===== src/rtl/ds_pkg.sv =====
// ds_pkg: shared types and helpers for the ds stream blocks.
//   t_arb        arbitration policy (round-robin / fixed lowest-index)
//   t_fc         downstream flow-control flavour
//   t_arb_state  ds_arb FSM state encoding
//   f_idx_w(n)   width of a requester index, never less than 1 bit
package ds_pkg;

    typedef enum logic {
        ARB_RR,
        ARB_FIXED
    } t_arb;

    typedef enum logic [1:0] {
        FC_BI,
        FC_UNI,
        FC_NO
    } t_fc;

    typedef enum logic {
        ST_IDLE,
        ST_LOCK
    } t_arb_state;

    function automatic int f_idx_w(input int n);
        return (n > 2) ? $clog2(n) : 1;
    endfunction

endpackage


===== src/rtl/ds_arb_pick.sv =====
// ds_arb_pick: combinational winner picker.
//   req  in   N_REQ  request vector
//   ptr  in   IDX_W  round-robin pointer (last served index); unused for ARB_FIXED
//   idx  out  IDX_W  winning index (0 when nothing requests)
//   any  out  1      at least one request is asserted
// ARB_RR picks the first asserted index scanning ptr+1, ptr+2, ... modulo N_REQ.
// ARB_FIXED picks the lowest asserted index.
module ds_arb_pick
    import ds_pkg::*;
#(
    parameter int   N_REQ = 4,
    parameter t_arb ARB   = ARB_RR,
    parameter int   IDX_W = f_idx_w(N_REQ)
) (
    input  logic [N_REQ-1:0] req,
    input  logic [IDX_W-1:0] ptr,
    output logic [IDX_W-1:0] idx,
    output logic             any
);

    // lo_*: lowest asserted index overall.
    // hi_*: lowest asserted index strictly above ptr.
    // The round-robin wrap-around scan is "hi if any, else lo".
    logic             lo_any;
    logic [IDX_W-1:0] lo_idx;
    logic             hi_any;
    logic [IDX_W-1:0] hi_idx;

    always_comb begin
        lo_any = 1'b0;
        lo_idx = '0;
        hi_any = 1'b0;
        hi_idx = '0;
        // Descending scan so the lowest matching index is the one left standing.
        for (int i = N_REQ - 1; i >= 0; i--) begin
            if (req[i]) begin
                lo_any = 1'b1;
                lo_idx = IDX_W'(i);
                if (IDX_W'(i) > ptr) begin
                    hi_any = 1'b1;
                    hi_idx = IDX_W'(i);
                end
            end
        end
    end

    always_comb begin
        any = lo_any;
        idx = lo_idx;
        if (ARB == ARB_RR && hi_any) begin
            idx = hi_idx;
        end
    end

endmodule


===== src/rtl/ds_arb.sv =====
// ds_arb: N-to-1 stream arbiter with packet lock and a one-entry output register.
//   i_clk, i_rst_n   clock, asynchronous active-low reset
//   i_vld/o_rdy      per-requester handshake, i_data packed k*DATA_W +: DATA_W
//   i_last           per-requester end-of-packet
//   o_vld/i_rdy      downstream handshake (i_rdy only honoured for FC_BI)
//   o_data, o_last   output payload / end-of-packet
//   o_idx            requester index the output beat came from
//   o_dbg_state      FSM state (0 = IDLE, 1 = LOCK)
// Handshake: a beat moves across an interface on a clock edge where both
// valid and ready are high. Valid never depends on ready; once the output
// register holds a beat (o_vld=1) it stays unchanged until downstream ready
// takes it. Upstream ready is combinational from the request vector (zero-cycle
// arbitration) and from the output slot being free.
module ds_arb
    import ds_pkg::*;
#(
    parameter int   N_REQ    = 4,
    parameter int   DATA_W   = 32,
    parameter t_arb ARB      = ARB_RR,
    parameter t_fc  FC       = FC_BI,
    parameter int   LOCK_PKT = 1,
    parameter int   IDX_W    = f_idx_w(N_REQ)
) (
    input  logic                      i_clk,
    input  logic                      i_rst_n,
    input  logic [N_REQ-1:0]          i_vld,
    output logic [N_REQ-1:0]          o_rdy,
    input  logic [N_REQ*DATA_W-1:0]   i_data,
    input  logic [N_REQ-1:0]          i_last,
    output logic                      o_vld,
    input  logic                      i_rdy,
    output logic [DATA_W-1:0]         o_data,
    output logic                      o_last,
    output logic [IDX_W-1:0]          o_idx,
    output logic                      o_dbg_state
);

    t_arb_state       state_q;
    t_arb_state       state_d;
    logic [IDX_W-1:0] grant_q;
    logic [IDX_W-1:0] ptr_q;

    logic [IDX_W-1:0] pick_idx;
    logic             pick_any;
    logic [IDX_W-1:0] win_idx;
    logic             win_vld;
    logic [DATA_W-1:0] win_data;
    logic             win_last;
    logic             rdy_eff;
    logic             slot_free;
    logic             accept;

    ds_arb_pick #(
        .N_REQ (N_REQ),
        .ARB   (ARB),
        .IDX_W (IDX_W)
    ) u_pick (
        .req (i_vld),
        .ptr (ptr_q),
        .idx (pick_idx),
        .any (pick_any)
    );

    assign rdy_eff     = (FC == FC_BI) ? i_rdy : 1'b1;
    // The register can take a new beat when empty or when it is being drained.
    assign slot_free   = !o_vld || rdy_eff;
    assign o_dbg_state = state_q;

    // Candidate: the fresh pick in IDLE, the locked grant in LOCK. A locked
    // requester that drops valid simply stalls the arbiter.
    always_comb begin
        win_idx = pick_idx;
        win_vld = pick_any;
        if (state_q == ST_LOCK) begin
            win_idx = grant_q;
            win_vld = i_vld[grant_q];
        end
    end

    // Payload mux and per-requester ready. Ready is forced low while reset is
    // asserted so nothing is handed over during reset.
    always_comb begin
        win_data = '0;
        win_last = 1'b0;
        o_rdy    = '0;
        for (int k = 0; k < N_REQ; k++) begin
            if (win_idx == IDX_W'(k)) begin
                win_data = i_data[k*DATA_W +: DATA_W];
                win_last = i_last[k];
                o_rdy[k] = i_rst_n && slot_free && win_vld;
            end
        end
    end

    assign accept = |(i_vld & o_rdy);

    always_comb begin
        state_d = state_q;
        case (state_q)
            ST_IDLE: begin
                if (LOCK_PKT != 0 && accept && !win_last) begin
                    state_d = ST_LOCK;
                end
            end
            ST_LOCK: begin
                if (accept && win_last) begin
                    state_d = ST_IDLE;
                end
            end
            default: state_d = ST_IDLE;
        endcase
    end

    always_ff @(posedge i_clk or negedge i_rst_n) begin
        if (!i_rst_n) begin
            state_q <= ST_IDLE;
        end else begin
            state_q <= state_d;
        end
    end

    // Grant and round-robin pointer. ptr starts at N_REQ-1 so requester 0 is
    // scanned first after reset.
    always_ff @(posedge i_clk or negedge i_rst_n) begin
        if (!i_rst_n) begin
            grant_q <= '0;
            ptr_q   <= IDX_W'(N_REQ - 1);
        end else begin
            if (accept && state_q == ST_IDLE) begin
                grant_q <= win_idx;
            end
            if (ARB == ARB_RR && accept && (win_last || LOCK_PKT == 0)) begin
                ptr_q <= win_idx;
            end
        end
    end

    // Output register: loads on acceptance (also when draining the previous
    // beat in the same cycle), empties when drained with nothing new.
    always_ff @(posedge i_clk or negedge i_rst_n) begin
        if (!i_rst_n) begin
            o_vld  <= 1'b0;
            o_data <= '0;
            o_last <= 1'b0;
            o_idx  <= '0;
        end else if (accept) begin
            o_vld  <= 1'b1;
            o_data <= win_data;
            o_last <= win_last;
            o_idx  <= win_idx;
        end else if (slot_free) begin
            o_vld  <= 1'b0;
        end
    end

endmodule


===== config.mk =====
export PLATFORM = sky130hd
export DESIGN_NAME = ds_arb
export DESIGN_NICKNAME = d
export VERILOG_FILES = /design/src/rtl/ds_pkg.sv /design/src/rtl/ds_arb_pick.sv /design/src/rtl/ds_arb.sv
export SDC_FILE = /design/constraint.sdc
export NUM_CORES = 1
export LEC_CHECK = 0
export BUFFER_PORTS_ARGS = -buffer_cell sky130_fd_sc_hd__buf_2
export CAP_MARGIN = 5
export CORE_MARGIN = 4
export CORE_UTILIZATION = 43
export CTS_CLUSTER_DIAMETER = 150
export DETAILED_ROUTE_END_ITERATION = 12
export PLACE_DENSITY_LB_ADDON = 0.2
export SYNTH_ARGS = -nofsm -noshare
export SYNTH_HDL_FRONTEND = slang
export SYNTH_SLANG_ARGS = --single-unit

===== constraint.sdc =====
create_clock -name i_clk -period 2.69 [get_ports i_clk]
set_input_delay 0.538 -clock i_clk [delete_from_list [all_inputs] [get_ports i_clk]]
set_output_delay 0.538 -clock i_clk [all_outputs]
set_load 0.1 [all_outputs]

# Word level (Yosys, flattened, before mapping)
# Cells that the tools add are included.
# word_totals
in_bits	139
out_inout_bits	41
regBits	41
wordCells	74
# op_classes
n_reduce_logical	11
mux	46
n_eq_ne	3
n_bitwise	2
order_cmp	5
# ops
op	n
32-bit 2-to-1 mux	4
2-bit 2-to-1 mux	14
1-bit 2-to-1 mux	26
1-bit logical AND	5
4-bit AND	1
2-bit equality test, second input constant	2
1-bit by 2-bit greater-than comparator with 1-bit output, first input constant	2
2-bit greater-than comparator, first input constant	2
4-bit OR reduction	1
2-bit by 3-bit less-than comparator with 1-bit output, second input constant	1
1-bit binary-select mux with 2-bit select	1
2-bit by 1-bit equality test with 1-bit output, second input constant	1
1-bit logical NOT	2
2-bit logical NOT	1
1-bit one-hot mux with 2 select lines	1
2-bit nonzero test	1
1-bit logical OR	1
1-bit inverter	1

# Logic depth before layout (Yosys ltp)
# Gate-level depths: netlist (run 1).
# logic_depth
ltp_word	20
ltp_mapped	9
ltp_nobuf	6

# By module
# Synthesis (run 1) repeated with hierarchy kept, for this count alone.
# hier_totals
cells_unflattened	228
hier_area_um2	2932.8
# modules_own_cells
module	seq_area_each_um2	area_each_um2	cells_per_inst	n_inst
ds_arb	1028.5	2846.5	214	1
ds_arb_pick	0.0	86.3	14	1

# Worst setup path before layout (run 1)
# OpenSTA, ideal clock, no wires.
# synth_path
kind	reg2out
from	register with a tool-made name
to	output port o_rdy[0]
required_ns	2.152
arrival_time_ns	3.376
setup_slack_ns	-1.224
path_buffers	3
path_stages_with_launch	9
cell_sequence	dfrtp_1 -> clkbuf_1 -> nor4_1 -> or3_1 -> buf_2 -> clkinv_2 -> nand2_2 -> buf_2 -> nor2_1
# synth_lines
item	line_no	rtl
to (decl)	ds_arb.sv:27	output logic [N_REQ-1:0] o_rdy,

# Final worst setup path (run 1)
# layout_path
from	input port i_vld[1]
to	output port o_rdy[2]
# layout_via
elab_chain_len	7
elab_cells_between_ends	18
cone_classes	eq/ne (1); mux (16); reduce/logical (1)
# layout_lines
item	line_no	rtl
from (decl)	ds_arb.sv:26	input logic [N_REQ-1:0] i_vld,
2-bit 2-to-1 mux / 1-bit 2-to-1 mux (equally long branches)	ds_arb_pick.sv:36	if (req[i]) begin
2-bit 2-to-1 mux / 1-bit 2-to-1 mux (equally long branches)	ds_arb_pick.sv:39	if (IDX_W'(i) > ptr) begin
2-bit 2-to-1 mux / 1-bit 2-to-1 mux (equally long branches)	ds_arb_pick.sv:36	
2-bit 2-to-1 mux	ds_arb_pick.sv:50	if (ARB == ARB_RR && hi_any) begin
2-bit 2-to-1 mux	ds_arb.sv:74	if (state_q == ST_LOCK) begin
2-bit equality test	ds_arb.sv:87	if (win_idx == IDX_W'(k)) begin
1-bit 2-to-1 mux (*)	ds_arb.sv:87	
# Every way passes the cells marked *; elsewhere a longest branch is shown, timed or not. The select of a mux whose other input is x is not followed.

==> results of run 1 <==
[metrics by stage]
stage | TNS [ns] | hold WS, ns | worst slack, ns | util, %
floorplan | -0.01699 | 0.2424 | -0.01699 | -
global placement | 0 | 0.4576 | 0.1222 | 61.07
detailed placement | 0 | 0.4695 | 0.09359 | 61.07
CTS | 0 | 0.3665 | 0.07822 | 62.42
global route | 0 | 0.3808 | 0.003218 | 62.42
finish | 0 | 0.3438 | 0.06424 | 62.42
[placed cells by master, fill, tap and decap left out, drive strengths merged]
cell	count
inv	3
buf	191
a21o	1
dfrtp	39
a311o	1
or3	1
dfstp	2
o211a	2
mux2i	65
nor2b	2
nand2	45
o22ai	1
nor3b	1
o2bb2ai	1
nor3	4
o21ai	8
clkbuf	8
o22a	1
a21oi	3
a21boi	1
o31ai	1
mux4	1
nand3	2
nand2b	4
clkinv	1
nor2	7
nor4	1
or2	2
o221ai	32
[power breakdown]
part           switching (mW)  internal, mW
logic                    3.39          1.29
clock network           0.191         0.184
registers               0.196         0.939
[what timing repair did]
item                                    in CTS  in global routing
endpoints found under the hold margin        0                  0
resized for setup                            2                  0
hold buffers                                 0                  0
endpoints found under the setup margin       2                  0
[sequential cells by signal, summed over array words and instances, names as in the netlist, named ones only]
name     flops
grant_q      2
o_data      32
o_vld        1
o_last       1
ptr_q        2
o_idx        2
[final cells by class]
cell class / instances / share of cell area (%)
Clock buffer: 8 / 2.009
Inverter: 4 / 0.5022
Multi-Input combinational cell: 187 / 41.96
Sequential cell: 41 / 25.93
Tap cell: 77 / 2.417
Timing Repair Buffer: 191 / 27.18
[worst max-delay path, stage by stage]
cell and delay (ns):
buf_2 0.13, or2_1 0.26, a311o_1 0.42, o21ai_4 0.27, nand2b_4 0.12, a21oi_4 0.16
buf_12 0.19
[kinds of logic after synthesis]
logic type / synth area share (%)
compound gates: 22.10
buf+inv: 6.985
flops: 36.12
mux: 23.64
simple gates: 11.16
[how the worst max path moves through the flow]
stage | startpoint | to | slack [ns] | cells past startpoint
final | i_vld[1] | o_rdy[2] | 0.06 | 7
after global routing | ptr_q[1]$_DFFE_PN1P_ | o_rdy[2] | 0.003 | 6
after CTS | grant_q[0]$_DFFE_PN0P_ | o_rdy[1] | 0.08 | 6
after detailed placement | i_vld[0] | o_rdy[1] | 0.09 | 7
after global placement | i_vld[1] | o_rdy[1] | 0.12 | 7
after floorplan | register | o_rdy[0] | -0.02 | 9
[per-layer routing]
metal	vias to the layer above	wire length [µm]
met5	-	0
met2	139	3968
met1	1222	3022
met3	7	809
li1	1297	-
met4	0	91
==> results.sh, run 1 <==
export IMPL_outcome="completed"
export IMPL_grt_pass1_vias=2405
export IMPL_clk_pin_slew_ns=0.07
export IMPL_postSynthCellCount=251
export IMPL_grt_busiest_layer="met2"
export IMPL_cp_required_ns=2.15
export IMPL_crit_fanout=6
export IMPL_place_gp_congestion=0.8622
export IMPL_ios=180
export IMPL_die_area_um2=7989
export IMPL_cts_tree="done"
export IMPL_r2r_worst_path_cells=7
export IMPL_post_cts_buffers=0
export IMPL_synth_cell_area_um2=2848
export IMPL_vias=2665
export IMPL_wl_per_cell_um=15.54
export IMPL_wl_um=7892
export IMPL_use_met3_pct=5.253
export IMPL_multi_input_area_um2=1673
export IMPL_skew_ns=0.004018
export IMPL_grt_pass1_wl_um=11430
export IMPL_drt_pass1_iter_count=4
export IMPL_drt_iter0_drc=85
export IMPL_min_path_type="in -> async"
export IMPL_finalHoldViolCount=0
export IMPL_yosysWarningCount=0
export IMPL_rsz0062_at_grt="no"
export IMPL_relSlewSlack_pct=64.32
export IMPL_filler_cell_count=555
export IMPL_min_period_ns=2.626
export IMPL_avgSynthCellArea_um2=11.35
export IMPL_r2r_end="o_data[0]$_DFFE_PN0P_"
export IMPL_drc=0
export IMPL_grt_use_total_pct=18.38
export IMPL_drv_cap=0
export IMPL_met2_usage_pct=32.82
export IMPL_p_leak_nw=1.974
export IMPL_synth_area_leader_cell="dfrtp_1"
export IMPL_dpl_cell_area_um2=3900
export IMPL_post_drt_via_cell_ratio=5.246
export IMPL_synthesis_nets=390
export IMPL_area_growth_syn_to_layout_pct=39.98
export IMPL_rows=29
export IMPL_ff_latch_area_um2=1033
export IMPL_power_mw=6.189
export IMPL_fin_cells=508
export IMPL_slew_viol_final=0
export IMPL_synth_top_cell_area_share_pct=34.27
export IMPL_finalSetupViolCount=0
export IMPL_synth_commonest_cells="65 x mux2i_1, 44 x nand2_1, 39 x dfrtp_1, 32 x o221ai_2, 7 x nor2_1"
export IMPL_dp_hpwl_um=6309
export IMPL_yosysMostFrequentCell="mux2i_1"
export IMPL_r2r_start="ptr_q[1]$_DFFE_PN1P_"
export IMPL_insertedDiodeCount=0
export IMPL_peakVddDrop_uv=908.0
export IMPL_layout_drive_gt1_share_pct=57.31
export IMPL_clk_latency_ns=0.28
export IMPL_worstSetupPathType="in -> out"
export IMPL_p_per_area_nw_per_um2=1553
export IMPL_clkSinkCount=41
export IMPL_h_tree_depth=2
export IMPL_cts_inserted_buffers=5
export IMPL_io_buffers=179
export IMPL_synth_distinct_cells=39
export IMPL_grt_met1_usage_pct=21.69
export IMPL_synth_ff_type="dfrtp_1"
export IMPL_start_kind="input port"
export IMPL_min_period_over_period_pct=97.61
export IMPL_seq_area_frac_synth_pct=36.12
export IMPL_die_h_um=89.38
export IMPL_grt_max_degree=42
export IMPL_die_w_um=89.38
export IMPL_postRouteAntennaNets=0
export IMPL_gr_total_overflow=0
export IMPL_start_util_pct=44.59
export IMPL_tightest_slew_ns=0.5352
export IMPL_cp_end_kind="output pin"
export IMPL_fin_area_um2=3986
export IMPL_ys_ff_latch=41
export IMPL_antenna_found_initial=0
export IMPL_synth_area_top_cells="dfrtp_1 34%, mux2i_1 23%, o221ai_2 17%, nand2_1 5.8%, buf_12 2.8%"
export IMPL_synth_edff_count=0
export IMPL_arrival_ns=2.09
export IMPL_clk_path_buf_depth=2
export IMPL_max_freq_mhz=380.8
export IMPL_async_flop_share_pct=100.0
export IMPL_core_area_um2=6386
export IMPL_final_net_count=569
export IMPL_placed_cells=500
export IMPL_ff2ff_setup_slack_ns=0.37
export IMPL_root_buffer="clkbuf_8"
(Power assumes the default switching activity.)
==> inputs of run 2 (changes only) <==
--- a/config.mk
+++ b/config.mk
@@ -7,8 +7,10 @@
 export LEC_CHECK = 0
 export BUFFER_PORTS_ARGS = -buffer_cell sky130_fd_sc_hd__buf_2
 export CAP_MARGIN = 5
+export CELL_PAD_IN_SITES_DETAIL_PLACEMENT = 0
+export CELL_PAD_IN_SITES_GLOBAL_PLACEMENT = 1
 export CORE_MARGIN = 4
-export CORE_UTILIZATION = 43
+export CORE_UTILIZATION = 31
 export CTS_CLUSTER_DIAMETER = 150
 export DETAILED_ROUTE_END_ITERATION = 12
 export PLACE_DENSITY_LB_ADDON = 0.2
==> run 2 against run 1 <==
Compared with the run above: non-clock buffer count rose by 2; die area rose by 35%; clock-buffer cell count fell by 1; routed wire length rose by 11%; hold slack improved by 0.011 ns; sequential cell count did not move; power rose by 3.0%; via count fell by 0.60%; first-iteration DRC count did not move.
==> results.sh, run 2 (synthesis gave the netlist of run 1 again) <==
export IMPL_outcome="completed"
export IMPL_mostFrequentLayoutCells="175 x buf_2, 65 x mux2i_1, 43 x nand2_1"
export IMPL_post_drt_via_cell_ratio=4.896
export IMPL_cts_tree="done"
export IMPL_fin_setup_tns_ns=0
export IMPL_cpPeakStageDelay_ns=0.59
export IMPL_crit_path_cell_trace="nor3b_1, a311o_1, o21ai_4, nand2b_4, a21oi_4, buf_12"
export IMPL_cp_required_ns=2.15
export IMPL_p_leak_nw=2.002
export IMPL_critPathSlowestCell="dfstp_2"
export IMPL_fin_area_um2=4076
export IMPL_clk_latency_ns=0.29
export IMPL_grt_use_total_pct=15.97
export IMPL_place_gp_congestion=0.7811
export IMPL_grt_pass1_vias=2824
export IMPL_largest_register_ffs=32
export IMPL_timing_critical_path_buf_inv=1
export IMPL_rows=34
export IMPL_swShare_pct=60.05
export IMPL_antenna_found_initial=0
export IMPL_p_seq_share_pct=17.6
export IMPL_clk_path_buf_depth=2
export IMPL_gr_total_overflow=0
export IMPL_max_freq_mhz=381.0
export IMPL_slew_viol_final=0
export IMPL_p_int_mw=2.548
export IMPL_finalSetupViolCount=0
export IMPL_final_common_cell="buf_2"
export IMPL_crit_family="compound AO/OA/AOI/OAI gates"
export IMPL_placed_cells=532
export IMPL_rsz0062_at_grt="no"
export IMPL_ios=180
export IMPL_start_util_pct=32.18
export IMPL_clock_power_share_pct=8.3
export IMPL_arrival_ns=2.09
export IMPL_clkSinkCount=41
export IMPL_wl_um=8752
export IMPL_cts_inserted_buffers=5
export IMPL_final_net_count=571
export IMPL_min_path_type="in -> async"
export IMPL_area_growth_syn_to_layout_pct=43.15
export IMPL_filler_cell_count=864
export IMPL_combPwrFrac_pct=74.2
export IMPL_core_area_um2=8848
export IMPL_grt_max_degree=42
export IMPL_min_period_over_period_pct=97.58
export IMPL_drt_pass1_iter_count=4
export IMPL_skew_ns=0.004348
export IMPL_die_h_um=103.8
export IMPL_finalHoldViolCount=0
export IMPL_min_period_ns=2.625
export IMPL_drc=0
export IMPL_peakVddDrop_uv=746.7
export IMPL_p_sw_mw=3.830
export IMPL_top_register="o_data"
export IMPL_worstSetupPathType="reg -> out"
export IMPL_insertedDiodeCount=0
export IMPL_cp_end_kind="output pin"
export IMPL_tightest_slew_ns=0.5540
export IMPL_start_kind="register"
export IMPL_postRouteAntennaNets=0
export IMPL_die_area_um2=10780
export IMPL_drt_iter0_drc=85
export IMPL_io_buffers=179
export IMPL_crit_fanout=6
export IMPL_vias=2649
export IMPL_root_buffer="clkbuf_8"
export IMPL_layout_drive_gt1_share_pct=57.97
export IMPL_drv_cap=0
export IMPL_clk_pin_slew_ns=0.09
export IMPL_power_mw=6.377
export IMPL_dpl_cell_area_um2=3946
export IMPL_grt_pass1_wl_um=14100
export IMPL_h_tree_depth=2
export IMPL_wl_per_cell_um=16.18
export IMPL_relSlewSlack_pct=63.07
export IMPL_dp_hpwl_um=6956
export IMPL_fin_cells=541
export IMPL_die_w_um=103.8
export IMPL_p_per_area_nw_per_um2=1564
[run 2: metal layers]
metal / wire length [µm] / up-vias / global-route usage [%]
met2: 4326 / 131 / 27.76
met1: 3634 / 1208 / 19.51
li1: - / 1302 / -
met3: 731 / 8 / 4.789
met4: 60 / 0 / 3.419
met5: 0 / - / 0
[run 2: area by class of cell]
class	instances	area (µm²)	area share (%)
Timing Repair Buffer	193	1099	26.95
Clock inverter	1	30.03	0.7366
Inverter	4	20.02	0.4911
Sequential cell	41	1033	25.35
Multi-Input combinational cell	187	1673	41.04
Clock buffer	7	86.33	2.118
Tap cell	108	135.1	3.315
[run 2: timing repair]
action                     4_1_cts  5_1_grt
setup endpoints to repair        4        2
hold buffers                     0        0
buffers inserted                 0        1
resized for setup                1        1
[run 2: final timing paths]
path                                      start                endpoint  depth (start not counted)  slack, ns
max                        ptr_q[1]$_DFFE_PN1P_                o_rdy[2]                          6       0.07
min                                     i_rst_n  o_data[14]$_DFFE_PN0P_                          2       0.36
max reg2reg                ptr_q[1]$_DFFE_PN1P_  o_data[24]$_DFFE_PN0P_                          7       0.36
min reg2reg                o_idx[0]$_DFFE_PN0P_    o_idx[0]$_DFFE_PN0P_                          2       0.48
max in group asynchronous               i_rst_n               async pin                          2       1.92
min in group i_clk         o_idx[0]$_DFFE_PN0P_    o_idx[0]$_DFFE_PN0P_                          2       0.48
[run 2: worst register-to-register path: cells and delay by family, from the launching register on]
kind	cells	cell delay [ns]
compound gates	3	0.78
buf+inv	2	0.42
simple gates	1	0.08
mux	1	0.32
flops	1	0.59
[run 2: power groups by stage]
stage,logic [mW],registers [mW],clock network (mW)
global route,4.99,1.16,0.565
CTS,4.76,1.12,0.546
global placement,4.72,1.12,0
finish,4.73,1.12,0.527
detailed placement,4.76,1.13,0
floorplan,2.13,3.01,0
[run 2: metrics by stage]
stage	setup slack [ns]	util [%]	hold WS (ns)
2_1_floorplan	-0.01699	-	0.2424
5_1_grt	0.006941	46.07	0.4101
3_5_place_dp	0.08900	44.60	0.4636
6_report	0.06508	46.07	0.3553
3_3_place_gp	0.08780	44.60	0.4611
4_1_cts	0.02571	45.96	0.3740
==> inputs of run 3 (changes only) <==
--- a/config.mk
+++ b/config.mk
@@ -10,8 +10,9 @@
 export CELL_PAD_IN_SITES_DETAIL_PLACEMENT = 0
 export CELL_PAD_IN_SITES_GLOBAL_PLACEMENT = 1
 export CORE_MARGIN = 4
-export CORE_UTILIZATION = 31
+export CORE_UTILIZATION = 28
 export CTS_CLUSTER_DIAMETER = 150
+export CTS_CLUSTER_SIZE = 16
 export DETAILED_ROUTE_END_ITERATION = 12
 export PLACE_DENSITY_LB_ADDON = 0.2
 export SYNTH_ARGS = -nofsm -noshare
==> constraint.sdc (replaced) <==
create_clock -name i_clk -period 2.1 [get_ports i_clk]
set_input_delay 0.42 -clock i_clk [delete_from_list [all_inputs] [get_ports i_clk]]
set_output_delay 0.42 -clock i_clk [all_outputs]
set_load 0.1 [all_outputs]
==> run 3 against run 2 <==
Compared with the run above: the run now ends with setup timing left; non-clock buffer count rose by 47; via count rose by 8.2%; combinational power rose by 71%; clock power rose by 18%; global-route usage fell by 0.13 points; core utilization rose by 6.0 points.
==> results.sh, run 3 (synthesis gave the netlist of run 1 again) <==
export IMPL_drt_pass1_iter_count=5
export IMPL_die_w_um=108.9
export IMPL_finalSetupViolCount=33
export IMPL_rows=36
export IMPL_drt_iter0_drc=54
export IMPL_grt_max_degree=42
export IMPL_outcome="finished, violations left"
export IMPL_core_area_um2=9819
export IMPL_start_util_pct=29.00
export IMPL_clk_path_buf_depth=2
export IMPL_fin_ws_ns=-0.3397
export IMPL_drc=0
export IMPL_fin_setup_tns_ns=-6.457
export IMPL_start_kind="register"
export IMPL_peakVddDrop_uv=934.0
export IMPL_die_area_um2=11850
export IMPL_ios=180
export IMPL_relSlewSlack_pct=63.71
export IMPL_wl_um=9944
export IMPL_finalHoldViolCount=0
export IMPL_p_int_mw=4.676
export IMPL_fin_cells=612
export IMPL_wl_per_cell_um=16.25
export IMPL_postRouteAntennaNets=0
export IMPL_area_growth_syn_to_layout_pct=79.39
export IMPL_worstSetupPathType="reg -> out"
export IMPL_p_leak_nw=2.341
export IMPL_r2r_end="o_data[28]$_DFFE_PN0P_"
export IMPL_skew_ns=0.01105
export IMPL_fin_area_um2=5109
export IMPL_grt_pass1_wl_um=14710
export IMPL_clkSinkCount=41
export IMPL_place_gp_congestion=0.8517
export IMPL_drv_cap=0
export IMPL_h_tree_depth=2
export IMPL_min_path_type="in -> async"
export IMPL_vias=2866
export IMPL_final_common_cell="buf_2"
export IMPL_p_sw_mw=5.456
export IMPL_insertedDiodeCount=0
export IMPL_cp_end_kind="output pin"
export IMPL_rsz0062_at_grt="yes"
export IMPL_tightest_slew_ns=0.5443
export IMPL_r2r_start="ptr_q[1]$_DFFE_PN1P_"
export IMPL_root_buffer="clkbuf_8"
export IMPL_grt_pass1_vias=2978
export IMPL_largest_register_ffs=32
export IMPL_io_buffers=179
export IMPL_cts_inserted_buffers=5
export IMPL_placed_cells=588
export IMPL_die_h_um=108.9
export IMPL_gr_total_overflow=0
export IMPL_clk_pin_slew_ns=0.08
export IMPL_violations="setup timing"
export IMPL_min_period_over_period_pct=116.2
export IMPL_clock_power_share_pct=6.2
export IMPL_final_net_count=618
export IMPL_dp_hpwl_um=7107
export IMPL_swShare_pct=53.85
export IMPL_slew_viol_final=0
export IMPL_max_freq_mhz=409.9
export IMPL_combPwrFrac_pct=79.9
export IMPL_dpl_cell_area_um2=4248
export IMPL_min_period_ns=2.440
export IMPL_clk_latency_ns=0.29
export IMPL_p_per_area_nw_per_um2=1983
export IMPL_top_register="o_data"
export IMPL_antenna_found_initial=0
export IMPL_arrival_ns=2.02
export IMPL_crit_fanout=5
export IMPL_mostFrequentLayoutCells="175 x buf_2, 42 x nand2_1, 37 x dfrtp_1"
export IMPL_r2r_worst_path_cells=10
export IMPL_p_seq_share_pct=14.0
export IMPL_cp_required_ns=1.68
export IMPL_dp_slack_ns=-0.2678
export IMPL_filler_cell_count=932
export IMPL_cts_tree="done"
export IMPL_layout_drive_gt1_share_pct=73.70
export IMPL_ff2ff_setup_slack_ns=-0.25
export IMPL_grt_use_total_pct=15.84
export IMPL_post_drt_via_cell_ratio=4.683
[run 3: cell type report]
| cell class | count | area (µm²) | area share [%] |
|---|---|---|---|
| Clock inverter | 2 | 35.03 | 0.6858 |
| Tap cell | 133 | 166.4 | 3.257 |
| Inverter | 4 | 20.02 | 0.3919 |
| Timing Repair Buffer | 240 | 1694 | 33.16 |
| Multi-Input combinational cell | 187 | 2091 | 40.93 |
| Sequential cell | 41 | 1033 | 20.23 |
| Clock buffer | 5 | 68.82 | 1.347 |
[run 3: critical path: stages, from the launching register on]
cell and delay [ns]:
dfrtp_1 0.41, mux4_2 0.35, nor2_2 0.04, or3_4 0.40, or2_4 0.26, nor2_4 0.10, buf_12 0.18
[run 3: layer usage]
metal / wire length (µm) / GRT usage (%) / vias to the layer above
li1: - / - / 1406
met1: 4033 / 19.88 / 1335
met2: 4997 / 27.36 / 118
met3: 837 / 4.204 / 7
met4: 76 / 3.336 / 0
met5: 0 / 0 / -
[run 3: metrics by stage]
| step | hold slack [ns] | total power [mW] | util, % |
|---|---|---|---|
| global placement | 0.4581 | 7.934 | 43.26 |
| CTS | 0.2624 | 10.19 | 50.79 |
| floorplan | 0.1244 | 6.591 | - |
| finish | 0.2326 | 10.13 | 52.03 |
| detailed placement | 0.4653 | 7.984 | 43.26 |
| global route | 0.2832 | 10.65 | 52.03 |
[run 3: what timing repair did]
action | in CTS | in global routing
pin swaps | 17 | 14
hold buffers | 0 | 0
cloned | 6 | 1
buffers inserted | 17 | 3
setup endpoints to repair | 39 | 40
resized for setup | 66 | 51
[run 3: worst max-delay path by stage]
stage | start | endpoint | slack, ns | depth (start not counted)
after floorplan | register | o_rdy[0] | -0.47 | 9
after global placement | i_vld[1] | o_rdy[0] | -0.25 | 7
after detailed placement | i_vld[1] | o_data[16]$_DFFE_PN0P_ | -0.27 | 8
after CTS | grant_q[0]$_DFFE_PN0P_ | o_rdy[1] | -0.38 | 6
after global routing | grant_q[0]$_DFFE_PN0P_ | o_rdy[1] | -0.41 | 6
final | grant_q[0]$_DFFE_PN0P_ | o_rdy[1] | -0.34 | 6
[run 3: power by group through the flow]
stage / Clock (mW) / Sequential, mW / Combinational [mW]
3_3_place_gp: 0 / 1.41 / 6.52
3_5_place_dp: 0 / 1.42 / 6.57
4_1_cts: 0.650 / 1.42 / 8.12
6_report: 0.624 / 1.41 / 8.09
5_1_grt: 0.681 / 1.47 / 8.50
2_1_floorplan: 0 / 3.85 / 2.74
